`src/rtl/fifo_ser_pkg.sv`:
```
// Shared types and configuration helpers for the FIFO read-side serializer.
//   state_e : serializer FSM states (IDLE = nothing held, SEND = word held)
//   ratio   : number of OUT_W slices in one DATA_W word
//   cfg_ok  : elaboration-time legality check of a width pairing
package fifo_ser_pkg;

    typedef enum logic {
        IDLE = 1'b0,
        SEND = 1'b1
    } state_e;

    function automatic int ratio(input int data_w, input int out_w);
        return data_w / out_w;
    endfunction

    // A word must split into a whole number of slices, and at least two of
    // them, otherwise the slice counter has no meaningful width.
    function automatic bit cfg_ok(input int data_w, input int out_w);
        return (out_w > 0) && (data_w % out_w == 0) && (data_w / out_w >= 2);
    endfunction

endpackage

```
`src/rtl/fifo_rd_serializer.sv`:
```
// Read-side stage of the synchronous FIFO: pops wide words from the
// show-ahead read port and streams them out as OUT_W slices over a
// valid/ready interface, one slice per cycle, with no bubble between words
// while the FIFO stays non-empty.
//
// Ports
//   clk            rising-edge clock
//   rst            synchronous, active-high reset
//   i_fifo_empty   FIFO empty flag
//   i_fifo_rddata  FIFO head word (valid while not empty)
//   o_fifo_rden    pop request, head advances at the next edge
//   o_valid        slice valid
//   o_data         current slice
//   o_last         current slice is the last one of its word
//   i_ready        sink accepts the slice when o_valid & i_ready
//   o_word_cnt     number of fully transferred words, wrapping
module fifo_rd_serializer
    import fifo_ser_pkg::*;
#(
    parameter int DATA_W    = 128,
    parameter int OUT_W     = 32,
    parameter bit MSB_FIRST = 1'b0,
    parameter int CNT_W     = 16
) (
    input  logic              clk,
    input  logic              rst,
    input  logic              i_fifo_empty,
    input  logic [DATA_W-1:0] i_fifo_rddata,
    output logic              o_fifo_rden,
    output logic              o_valid,
    output logic [OUT_W-1:0]  o_data,
    output logic              o_last,
    input  logic              i_ready,
    output logic [CNT_W-1:0]  o_word_cnt
);

    localparam int RATIO  = ratio(DATA_W, OUT_W);
    localparam int SLC_W  = $clog2(RATIO);
    localparam int BASE_W = $clog2(DATA_W);
    localparam logic [SLC_W-1:0] SLC_LAST = SLC_W'(RATIO - 1);

    if (!cfg_ok(DATA_W, OUT_W)) begin : g_cfg_check
        $error("fifo_rd_serializer: DATA_W must be a multiple of OUT_W with at least 2 slices");
    end

    state_e             state_rg;
    state_e             state_nx;
    logic [DATA_W-1:0]  word_rg;
    logic [SLC_W-1:0]   slc_rg;
    logic [CNT_W-1:0]   cnt_rg;

    logic               hold_vld;
    logic               last;
    logic               acc;
    logic               done;
    logic               pop;
    logic [SLC_W-1:0]   idx;
    logic [BASE_W-1:0]  base;

    assign hold_vld = (state_rg == SEND);
    assign last     = hold_vld && (slc_rg == SLC_LAST);
    assign acc      = hold_vld && i_ready;
    assign done     = acc && last;

    // A new word is fetched either into an empty holder or in the very cycle
    // the final slice of the current word is accepted, which is what removes
    // the bubble between consecutive words.
    assign pop = !rst && !i_fifo_empty && (!hold_vld || done);

    // Slice mux: the counter always runs upward; MSB-first order just mirrors
    // the index so the top slice goes out first.
    assign idx  = MSB_FIRST ? (SLC_LAST - slc_rg) : slc_rg;
    assign base = BASE_W'(idx) * BASE_W'(OUT_W);

    assign o_fifo_rden = pop;
    assign o_valid     = hold_vld;
    assign o_last      = last;
    assign o_data      = word_rg[base +: OUT_W];
    assign o_word_cnt  = cnt_rg;

    // NOTE: every variable driven in always_comb gets a default before any
    // branch so no path can leave it unassigned and infer a latch.
    always_comb begin
        state_nx = state_rg;
        case (state_rg)
            IDLE:    if (pop) state_nx = SEND;
            SEND:    if (done && !pop) state_nx = IDLE;
            default: state_nx = IDLE;
        endcase
    end

    // NOTE: sequential state uses non-blocking assignments only, so all
    // registers update together from values sampled before the edge.
    always_ff @(posedge clk) begin
        if (rst) begin
            state_rg <= IDLE;
            word_rg  <= '0;
            slc_rg   <= '0;
            cnt_rg   <= '0;
        end else begin
            state_rg <= state_nx;
            // A pop restarts the slice counter even when it coincides with
            // the last-slice acceptance of the previous word.
            if (pop) begin
                word_rg <= i_fifo_rddata;
                slc_rg  <= '0;
            end else if (acc && !last) begin
                slc_rg <= slc_rg + SLC_W'(1);
            end
            if (done) begin
                cnt_rg <= cnt_rg + CNT_W'(1);
            end
        end
    end

endmodule

```
`config.mk`:
```
export PLATFORM = sky130hd
export DESIGN_NAME = fifo_rd_serializer
export DESIGN_NICKNAME = d
export VERILOG_FILES = /design/src/rtl/fifo_ser_pkg.sv /design/src/rtl/fifo_rd_serializer.sv
export SDC_FILE = /design/constraint.sdc
export NUM_CORES = 1
export LEC_CHECK = 0
export CAP_MARGIN = 20
export CELL_PAD_IN_SITES_DETAIL_PLACEMENT = 0
export CELL_PAD_IN_SITES_GLOBAL_PLACEMENT = 1
export CORE_MARGIN = 2
export CORE_UTILIZATION = 44
export DETAILED_ROUTE_END_ITERATION = 7
export DONT_BUFFER_PORTS = 1
export PLACE_DENSITY = 0.78
export SYNTH_ARGS = -nofsm -noshare
export SYNTH_HDL_FRONTEND = slang
export SYNTH_SLANG_ARGS = --single-unit
```
`constraint.sdc`:
```
create_clock -name clk -period 1.75 [get_ports clk]
set_clock_uncertainty 0.2 [all_clocks]
set_input_delay 0.175 -clock clk [delete_from_list [all_inputs] [get_ports clk]]
set_output_delay 0.175 -clock clk [all_outputs]
set_load 0.02 [all_outputs]
```
==> results.sh <==
export IMPL_fin_cells=803
export IMPL_drc=0
export IMPL_grt_use_total=0.287
export IMPL_syn_inst=422
export IMPL_fp_row_count=40
export IMPL_h_tree_depth=4
export IMPL_core_area_mm2=0.0121
export IMPL_synth_common_cells="dfxtp_1, a22o_1, mux4_2"
export IMPL_gp_congestion=0.758
export IMPL_pwr_share_seq=0.439
export IMPL_initial_core_util=0.453
export IMPL_synth_top_area_frac=0.536
export IMPL_dieArea_mm2=0.0134
export IMPL_cp_data_arrival_time_ns=1.69
export IMPL_pre_cts_ws_ns=-0.0935
export IMPL_relSlewSlack=0.440
export IMPL_swShare=0.232
export IMPL_ir_drop_uv=711
export IMPL_cts_clk_slew_worst_paths_ns=0.06
export IMPL_route_vias_total=4746
export IMPL_synth_ff_latch_count=147
export IMPL_worst_hold_path_endpoint="word_rg[9]$_SDFFE_PP0P_"
export IMPL_root_buffer="clkbuf_16"
export IMPL_drv_slew=0
export IMPL_setup_violations_final=168
export IMPL_syn_mean_instance_area_um2=13.0
export IMPL_period_share=1.18
export IMPL_first_pass_iters=4
export IMPL_worstSetupEndpointType="output pin"
export IMPL_overflow=0
export IMPL_ioPinCount=183
export IMPL_syn_nets=556
export IMPL_yosysWarnings=0
export IMPL_grt_pass1_vias=5093
export IMPL_fmax_mhz=485
export IMPL_min_from="rst"
export IMPL_ys_seq_area_frac=0.536
export IMPL_insertion_delay_ns=0.41
export IMPL_post_drt_wl_per_cell_um=24.3
export IMPL_dp_cells=585
export IMPL_synth_edf_count=0
export IMPL_post_route_util=0.755
export IMPL_ys_flop_type="dfxtp_1"
export IMPL_maxCapViolCount=0
export IMPL_antenna_cells=0
export IMPL_async_reset_ff_frac=0
export IMPL_drt_first_iter_violations=390
export IMPL_min_path_type="input pin to flop"
export IMPL_synth_top_cell_by_area="dfxtp_1"
export IMPL_pwr_share_comb=0.149
export IMPL_whs_path_depth=4
export IMPL_hold_viol_final=0
export IMPL_status="finished with violations"
export IMPL_grt_start_max_net_pins=34
export IMPL_drive_gt1_frac=0.290
export IMPL_p_int_w=0.00639
export IMPL_design_final_nets=759
export IMPL_regToRegStartpoint="idx[0]$_SDFFE_PP0P_"
export IMPL_p_per_area_mw_per_mm2=910
export IMPL_p_sw_w=0.00193
export IMPL_syn_cell_area_mm2=0.00549
export IMPL_ff2ff_path_depth=10
export IMPL_post_dp_hpwl_um=8410
export IMPL_routed_wl_um=19500
export IMPL_crit_type="flop to output pin"
export IMPL_timing_rr_end="word_rg[88]$_SDFFE_PP0P_"
export IMPL_violations="negative setup slack"
export IMPL_worstSetupStartpointType="flop"
export IMPL_crit_fanout=8
export IMPL_vias_per_cell=5.91
export IMPL_rsz0062_at_grt="true"
export IMPL_die_w_um=116
export IMPL_yosysUniqueCellTypes=35
export IMPL_cp_required_ns=1.37
export IMPL_pwr_share_clk=0.412
export IMPL_worst_r2r_setup_slack_ns=-0.25
export IMPL_portBuffers=0
export IMPL_cts_tree="yes"
export IMPL_synthToLayoutAreaGrowth_pct=66.4
export IMPL_antenna_left=0
export IMPL_cts_buffers=17
export IMPL_grt_pass1_wl_um=28400
export IMPL_setup_ws_ns=-0.310
export IMPL_cts_max_path_buffers=2
export IMPL_max_slew_worst_pin_slew_ns=0.837
export IMPL_synthTopCellsByArea="dfxtp_1, a22o_1, mux4_2, buf_2, xnor2_1"
export IMPL_leakage_nw=3.70
export IMPL_die_h_um=116
export IMPL_antenna_found_initial=0
export IMPL_cts_sinks=147
export IMPL_yosysMostFrequentCell="dfxtp_1"
export IMPL_post_route_min_period_ns=2.06
-- placed cells by master, fill, tap and decap left out, types with 5 or more instances in the layout --
cell type,netlist,layout
buf_12,0,20
buf_4,2,23
dlygate4sd3_1,0,131
clkbuf_1,13,5
dfxtp_2,0,8
nor2_1,16,14
dfxtp_1,147,139
buf_6,0,16
a22o_1,128,128
xnor2_1,8,7
nor4_4,1,5
buf_16,0,21
mux4_2,32,32
clkbuf_16,0,24
-- state kept, by name (all words and copies together) (netlist names) --
name and count:
o_word_cnt 16, word_rg 128, idx 2, o_valid 1
-- power by group through the flow --
stage	Combinational (W)	Clock, W	Sequential (W)
floorplan	0.000458	0	0.00367
global placement	0.000534	0	0.00369
detailed placement	0.000550	0	0.00369
CTS	0.00118	0.00344	0.00363
global route	0.00130	0.00363	0.00366
finish	0.00124	0.00343	0.00365
-- cells by family (layout without fill, tap and decap cells) --
logic type / after synthesis / after routing / share of synthesized area
flops: 147 / 147 / 0.536
xor+xnor: 11 / 11 / 0.0175
compound gates: 137 / 137 / 0.215
simple gates: 50 / 50 / 0.0565
fa+ha+maj: 2 / 2 / 0.00456
mux: 35 / 35 / 0.138
buf+inv: 40 / 253 / 0.0330
-- per-layer routing --
layer	track usage	part of all wire	up-vias	wire, um
met3	0.101	0.073	51	1430
met1	0.324	0.37	2365	7290
met4	0.124	0.031	0	596
met5	0	0	-	0
met2	0.494	0.52	240	10200
li1	-	-	2090	-
-- timing repair --
| action | CTS | global route |
|---|---|---|
| pin swaps | 51 | 86 |
| resized for setup | 64 | 53 |
| hold buffers | 131 | 0 |
| setup endpoints to repair | 165 | 177 |
| hold endpoints to repair | 147 | 0 |
| cloned | 26 | 7 |
| setup buffers | 27 | 12 |
-- how the worst max path moves through the flow --
stage,cells past startpoint,startpoint,end,slack (ns)
after floorplan,3,idx[0]$_SDFFE_PP0P_,o_data[10],-0.01
after global placement,6,idx[0]$_SDFFE_PP0P_,word_rg[32]$_SDFFE_PP0P_,-0.03
after detailed placement,6,idx[0]$_SDFFE_PP0P_,word_rg[48]$_SDFFE_PP0P_,-0.09
after CTS,3,idx[0]$_SDFFE_PP0P_,o_data[3],-0.32
after global routing,3,idx[0]$_SDFFE_PP0P_,o_data[3],-0.36
final,3,idx[0]$_SDFFE_PP0P_,o_data[3],-0.31
-- worst max-delay path: stages, from the launching register on --
cell	delay [ns]
dfxtp_2	0.36
buf_12	0.16
buf_12	0.15
mux4_2	0.60
-- final cells by class --
| class | instances | area (um^2) |
|---|---|---|
| sequential | 147 | 2950 |
| inverter | 2 | 7.51 |
| fill | 745 | 2970 |
| clock buffer | 23 | 458 |
| timing repair buffer | 222 | 2880 |
| tap | 168 | 210 |
| multi-input combinational | 235 | 2550 |
| clock inverter | 6 | 82.6 |
-- metrics by stage --
step	area (um^2)	TNS (ns)	power, W	hold WS (ns)
floorplan	5500	-0.260	0.00412	0.108
global placement	5870	-1.64	0.00422	0.0423
detailed placement	5870	-5.07	0.00424	0.0458
CTS	8920	-39.00	0.00825	0.0793
global route	9140	-44.26	0.00859	0.105
finish	9140	-33.66	0.00832	0.100
Power figures use the tool's default switching activity.
